**src/rtl/sboxaesinv_seq.sv**
```systemverilog
// rtl/sboxaesinv_seq.sv - sequential AES inverse S-box using one shared GF(2^8) multiplier
// Inverse affine on entry, then x^254 by square-and-multiply, one field op per clock.
module sboxaesinv_seq (
  input  logic       clk,
  input  logic       rst_n,
  input  logic       in_valid,
  input  logic [7:0] in,
  output logic       in_ready,
  output logic       out_valid,
  output logic [7:0] out,
  input  logic       out_ready
);

  typedef enum logic [1:0] {IDLE, SQ, MUL, OUT} state_e;

  state_e     state_q, state_d;
  logic [7:0] t_q, t_d;
  logic [7:0] acc_q, acc_d;
  logic [2:0] cnt_q, cnt_d;
  logic [7:0] out_q, out_d;
  logic       out_valid_q, out_valid_d;

  logic [7:0] affine;
  logic [7:0] mul_b;
  logic [7:0] prod;

  function automatic logic [7:0] gf_mul(input logic [7:0] a, input logic [7:0] b);
    logic [7:0] p;
    logic [7:0] aa;
    p  = 8'h00;
    aa = a;
    for (int i = 0; i < 8; i++) begin
      if (b[i]) p = p ^ aa;
      aa = {aa[6:0], 1'b0} ^ (aa[7] ? 8'h1b : 8'h00);
    end
    return p;
  endfunction

  assign affine = {in[6:0], in[7]} ^ {in[4:0], in[7:5]} ^ {in[1:0], in[7:2]} ^ 8'h05;

  // Squaring reuses the multiplier with acc on both operands.
  assign mul_b = (state_q == SQ) ? acc_q : t_q;
  assign prod  = gf_mul(acc_q, mul_b);

  always_comb begin
    state_d     = state_q;
    t_d         = t_q;
    acc_d       = acc_q;
    cnt_d       = cnt_q;
    out_d       = out_q;
    out_valid_d = out_valid_q;
    case (state_q)
      IDLE: begin
        if (in_valid) begin
          t_d     = affine;
          acc_d   = affine;
          cnt_d   = 3'd6;
          state_d = SQ;
        end
      end
      SQ: begin
        acc_d = prod;
        if (cnt_q == 3'd0) begin
          out_d       = prod;
          out_valid_d = 1'b1;
          state_d     = OUT;
        end else begin
          state_d = MUL;
        end
      end
      MUL: begin
        acc_d   = prod;
        cnt_d   = cnt_q - 3'd1;
        state_d = SQ;
      end
      OUT: begin
        if (out_ready) begin
          out_valid_d = 1'b0;
          state_d     = IDLE;
        end
      end
      default: state_d = IDLE;
    endcase
  end

  always_ff @(posedge clk or negedge rst_n) begin
    if (!rst_n) begin
      state_q     <= IDLE;
      t_q         <= 8'h00;
      acc_q       <= 8'h00;
      cnt_q       <= 3'd0;
      out_q       <= 8'h00;
      out_valid_q <= 1'b0;
    end else begin
      state_q     <= state_d;
      t_q         <= t_d;
      acc_q       <= acc_d;
      cnt_q       <= cnt_d;
      out_q       <= out_d;
      out_valid_q <= out_valid_d;
    end
  end

  assign in_ready  = (state_q == IDLE);
  assign out_valid = out_valid_q;
  assign out       = out_q;

endmodule

```
**config.mk**
```make
export PLATFORM = sky130hd
export DESIGN_NAME = sboxaesinv_seq
export DESIGN_NICKNAME = d
export VERILOG_FILES = /design/src/rtl/sboxaesinv_seq.sv
export SDC_FILE = /design/constraint.sdc
export NUM_CORES = 1
export LEC_CHECK = 0
export BUFFER_PORTS_ARGS = -buffer_cell sky130_fd_sc_hd__buf_2
export CAP_MARGIN = 0
export CORE_AREA = 2 2 111 86
export DETAILED_ROUTE_END_ITERATION = 10
export DIE_AREA = 0 0 113 88
export GPL_TIMING_DRIVEN = 1
export PLACE_DENSITY = 0.48
export SLEW_MARGIN = 25
export SYNTH_ARGS = -nofsm -noshare
export SYNTH_HDL_FRONTEND = slang
export SYNTH_SLANG_ARGS = --single-unit
```
**constraint.sdc**
```tcl
create_clock -name clk -period 2.9 [get_ports clk]
set_input_delay 0 -clock clk [delete_from_list [all_inputs] [get_ports clk]]
set_output_delay 0 -clock clk [all_outputs]
set_load 0.01 [all_outputs]
```
* Word-level counts from Yosys, hierarchy flattened
Index checks and enable logic that the tools add are counted.
Storage, ports and cells: register bits after elaboration 30, bits in latches 0, RAM bits 0, ROM bits 0, input bits 12, output and inout bits 10, word-level logic and storage cells 69, memories 0
Operators by class: add/subtract/negate cells 1, $mul 0, divide/modulo/power cells 0, order comparisons 0, eq/ne operators 6, shift-type cells 0, muxes and demuxes 27, bitwise logic cells 17, reductions and logical operators 12
Operator list (number):
- $mux 8 | 10
- $xor 8x8->8 | 9
- $xor 8x5->8 | 7
- $mux 5 | 7
- $pmux 8 s2 | 1
- $reduce_and 2->1 | 5
- $pmux 2 s4 | 1
- $pmux 3 s2 | 1
- $reduce_bool 2->1 | 3
- $eq 2x2->1 const B | 2
- $mux 2 | 2
- $ne 2x2->1 const B | 2
- $logic_not 3->1 | 1
- $mux 1 | 3
- $mux 3 | 1
- $reduce_and 3->1 | 1
- $sub 3x1->3 const B | 1
- $eq 2x1->1 const B | 1
- $logic_not 2->1 | 1
- $ne 2x1->1 const B | 1
- $not 2->2 | 1
- $pmux 1 s2 | 1
- $reduce_or 2->1 | 1

* Logic depth before layout (Yosys ltp)
word-level depth 18, depth in mapped cells 12, gate-level depth less buffers 9

* Worst setup path before layout
Ideal clock, no wire load.
kind flip-flop to flip-flop, start point register state_q[1], end point register out_q[3] (netlist: out[3]), library setup time 0.125 ns, data arrival time 2.415 ns, data required time 2.775 ns, path slack 0.360 ns, stages on the path, launching flop included 10, path buffers 1, period minus slack after synthesis 2.540 ns, cell sequence dfrtp_1 inv_1 ha_1 buf_2 mux2i_1 nor2_2 xnor3_1 xnor2_1 xnor3_1 mux2_2
On the way: cells in the longest elaborated chain, start to end 17, elaborated cells on any way between the ends 18, classes of those cells eq/ne: 1; mux: 9; bitwise: 7; reduce/logical: 1
Ends and longest elaborated chain:
- start: declaration | line 16 | state_e state_q, state_d;
- start signal: assignment | line 95 | state_q <= state_d;
- $eq 2x1->1 (*) | line 42, 52
- $mux 8 | line 42 | assign mul_b = (state_q == SQ) ? acc_q : t_q;
- $mux 8 | line 33 | if (b[i]) p = p ^ aa;
- $xor 8x8->8 | line 33
- $mux 8 | line 33
- $xor 8x8->8 | line 33
- $mux 8 | line 33
- $xor 8x8->8 | line 33
- $mux 8 | line 33
- $xor 8x8->8 | line 33
- $mux 8 | line 33
- $xor 8x8->8 | line 33
- $mux 8 | line 33
- $xor 8x8->8 | line 33
- $mux 8 | line 33
- $xor 8x8->8 | line 33
- $mux 8 | line 33
- end signal: assignment | line 99 | out_q <= out_d;
- end: declaration | line 20 | logic [7:0] out_q, out_d;
Mark *: on every way between the ends. The rest lies on a longest branch, timed or not. A chain may end at the register's enable or synchronous reset.

* Final worst setup path
start point register state_q[1], end point register out_q[6] (netlist: out[6])
Same word-level chain as after synthesis.

==> results_dict.tcl <==
set metrics [dict create \
    final_cell_area_um2 3500 \
    routed_wl_mm 8.86 \
    area_growth_syn_to_layout_pct 15.6 \
    tns_ns 0 \
    ys_warn_count 0 \
    vias 2560 \
    drc 0 \
    dieWidth_um 113 \
    core_area_um2 8860 \
    r2r_slack_ns 0.24 \
    synth_async_sr_flop_share_pct 100 \
    crit_path_max_incr_delay_ns 0.41 \
    die_y_um 88 \
    hold_violations 0 \
    place_area_um2 3340 \
    seq_area_frac_synth_pct 24.8 \
    track_usage_pct 19.3 \
    finalSetupViolations 0 \
    io_buffers 21 \
    place_hpwl_mm 6.87 \
    ant_nets 0 \
    clk_latency_ns 0.28 \
    start_kind "flip-flop" \
    seqCellArea_um2 751 \
    synth_flop_cell "dfrtp_1" \
    post-route-worst-setup-slack_ns 0.236 \
    antenna_cells 0 \
    firstDrtPassIters 4 \
    post-route-min-period_ns 2.66 \
    synth-edff-count 0 \
    io_pins 22 \
    place_ws_ns 0.179 \
    cpLargestDelayFamily "XOR/XNOR gates" \
    reg2regPathDepth 9 \
    maxCapViolCount 0 \
    r2r-start "state_q[1]$_DFFE_PN0P_" \
    syn_area_um2 3020 \
    cpMaxStageDelayCell "dfrtp_1" \
    grt_max_degree 31 \
    numCtsBuffers 5 \
    wire_per_inst_um 17.8 \
    start_util_pct 34.1 \
    cp_cell_sequence "inv_1 -> ha_2 -> buf_4 -> mux2i_1 -> nor2_1 -> xor2_1 -> xnor2_1 -> xnor3_1 -> mux2_2" \
    cp_data_arrival_time_ns 2.83 \
    crit_cells 9 \
    worstSetupEndpointType "flip-flop" \
    criticalPathCategory "reg2reg" \
    grt-ovfl-total 0 \
    grt_pass1_vias 2478 \
    cp-endpoint "out[6]$_DFFE_PN0P_" \
    critical_path_buf_inv_count 2 \
    period_share_pct 91.9 \
    clk_path_buf_depth 2 \
    gp_congestion 0.875 \
    drt-initial-drc-count 212 \
    status "finished clean" \
    root_buffer "clkbuf_16" \
    fmax_mhz 375 \
    core.rowCount 30 \
    tightest_slew_ns 0.691 \
    cts-htree-levels 2 \
    yosysUniqueCellTypes 43 \
    syn-instance-count 357 \
    slew_violations 0 \
    required_ns 3.06 \
    drt-vias-per-instance 5.15 \
    startpoint "state_q[1]$_DFFE_PN0P_" \
    relSlewSlack_pct 54.0 \
    synth_nets 375 \
    rsz0062_at_grt "no" \
    min_path_type "in2reg" \
    critPathMaxFanout 12 \
    fin_skew_ns 0.00585 \
    clkSinkCount 30 \
    r2r_end "out[6]$_DFFE_PN0P_" \
    synth.avg_cell_area_um2 8.47 \
    dieArea_um2 9940 \
    ys_ff_latch 30 \
    fillers 897 \
    clk_pin_slew_ns 0.05 \
    drive_above_1_share_pct 15.6 \
    grt_pass1_wl_mm 14.5 \
    multi_input_area_um2 2110 \
    fin_nets 404 \
    antenna_found_initial 0 \
    cts_tree "done" \
]
## state kept, by name (all words and copies together) (netlist names)
register and flops:
cnt_q 3, state_q 2, t_q 8, out_valid 1, out 8, acc_q 8
## per-stage QoR
stage | util [%] | cells | hold slack (ns)
final | 39.5 | 497 | 0.0255
after CTS | 39.4 | 497 | 0.0159
after global routing | 39.5 | 497 | 0.0570
after global placement | 37.7 | 490 | 0.0796
after detailed placement | 37.7 | 490 | 0.0859
after floorplan | - | 357 | -0.296
## cell usage after synthesis, types with 3 or more instances
cell       n  share of area (%)
a21oi_1   13                2.2
xor2_1    16                4.6
xnor2_1   52                 15
mux2i_1   16                5.3
nor3_1     3               0.50
buf_1      3               0.37
nand2_1   29                3.6
clkbuf_1  12                1.5
ha_1       6                2.5
nor2b_1    3               0.62
dfrtp_1   30                 25
o22ai_1    7                1.4
xnor3_1   12                8.9
nand3_1    8                1.3
o221ai_1   3               0.87
buf_2      9                1.5
a31oi_1    4               0.83
o21a_1     5                1.2
o21ai_0   34                5.6
a32oi_1    4                1.2
mux2_2     3                1.1
nor3b_1    3               0.74
nor2_1    45                5.6
inv_1     11                1.4
## layer usage
layer / global-route usage (%) / part of all wire, % / vias up / wire [µm]
met2: 26.9 / 40 / 60 / 3520
met5: 0 / 0 / - / 0
met4: 3.88 / 1.2 / 0 / 108
met3: 3.32 / 4.7 / 9 / 416
met1: 30.6 / 54 / 1212 / 4820
li1: - / - / 1279 / -
## cells by family after synthesis
group / share of synthesized area [%]
simple gates: 14.2
compound gates: 17.0
xor+xnor: 29.4
buf+inv: 5.59
flops: 24.8
mux: 6.41
fa+ha+maj: 2.48
## final cells by class
cell class	instances	area share, %
multi-input combinational	289	60.4
sequential	30	21.5
tap	112	4.01
clock buffer	6	3.97
inverter	12	1.29
timing repair buffer	48	8.88
## timing repair
| action | in CTS | in global routing |
|---|---|---|
| buffers inserted | 0 | 0 |
| hold endpoints to repair | 30 | 0 |
| hold buffers | 1 | 0 |
| gates resized for setup | 0 | 2 |
| setup endpoints to repair | 0 | 5 |
## how the worst min path moves through the flow
stage	start	to	depth (start not counted)
after global routing	out_ready	out_valid$_DFFE_PN0P_	4
after floorplan	rst_n	acc_q[0]$_DFFE_PN0P_	0
after CTS	out_ready	out_valid$_DFFE_PN0P_	4
after global placement	rst_n	out[4]$_DFFE_PN0P_	1
final	out_ready	out_valid$_DFFE_PN0P_	4
after detailed placement	rst_n	out[4]$_DFFE_PN0P_	1
## layout by cell type, fill, tap and decap left out, types with 5 or more instances in the layout
| cell type | n |
|---|---|
| xnor2_1 | 52 |
| nor2_1 | 45 |
| o21ai_0 | 34 |
| dfrtp_1 | 30 |
| nand2_1 | 29 |
| buf_4 | 26 |
| buf_2 | 21 |
| xor2_1 | 16 |
| mux2i_1 | 15 |
| a21oi_1 | 13 |
| xnor3_1 | 12 |
| inv_1 | 11 |
| nand3_1 | 8 |
| o22ai_1 | 7 |
| o21a_1 | 5 |
| ha_1 | 5 |
| clkbuf_16 | 5 |
## worst min-delay path, delay by kind of cell
family,cells,cell delay (ns)
compound gates,1,0.06
buf+inv,1,0.11
simple gates,2,0.09
Power is left out: the tool's default activity adds up to more than one toggle a clock period on the data nets, which glitch-free logic cannot reach.
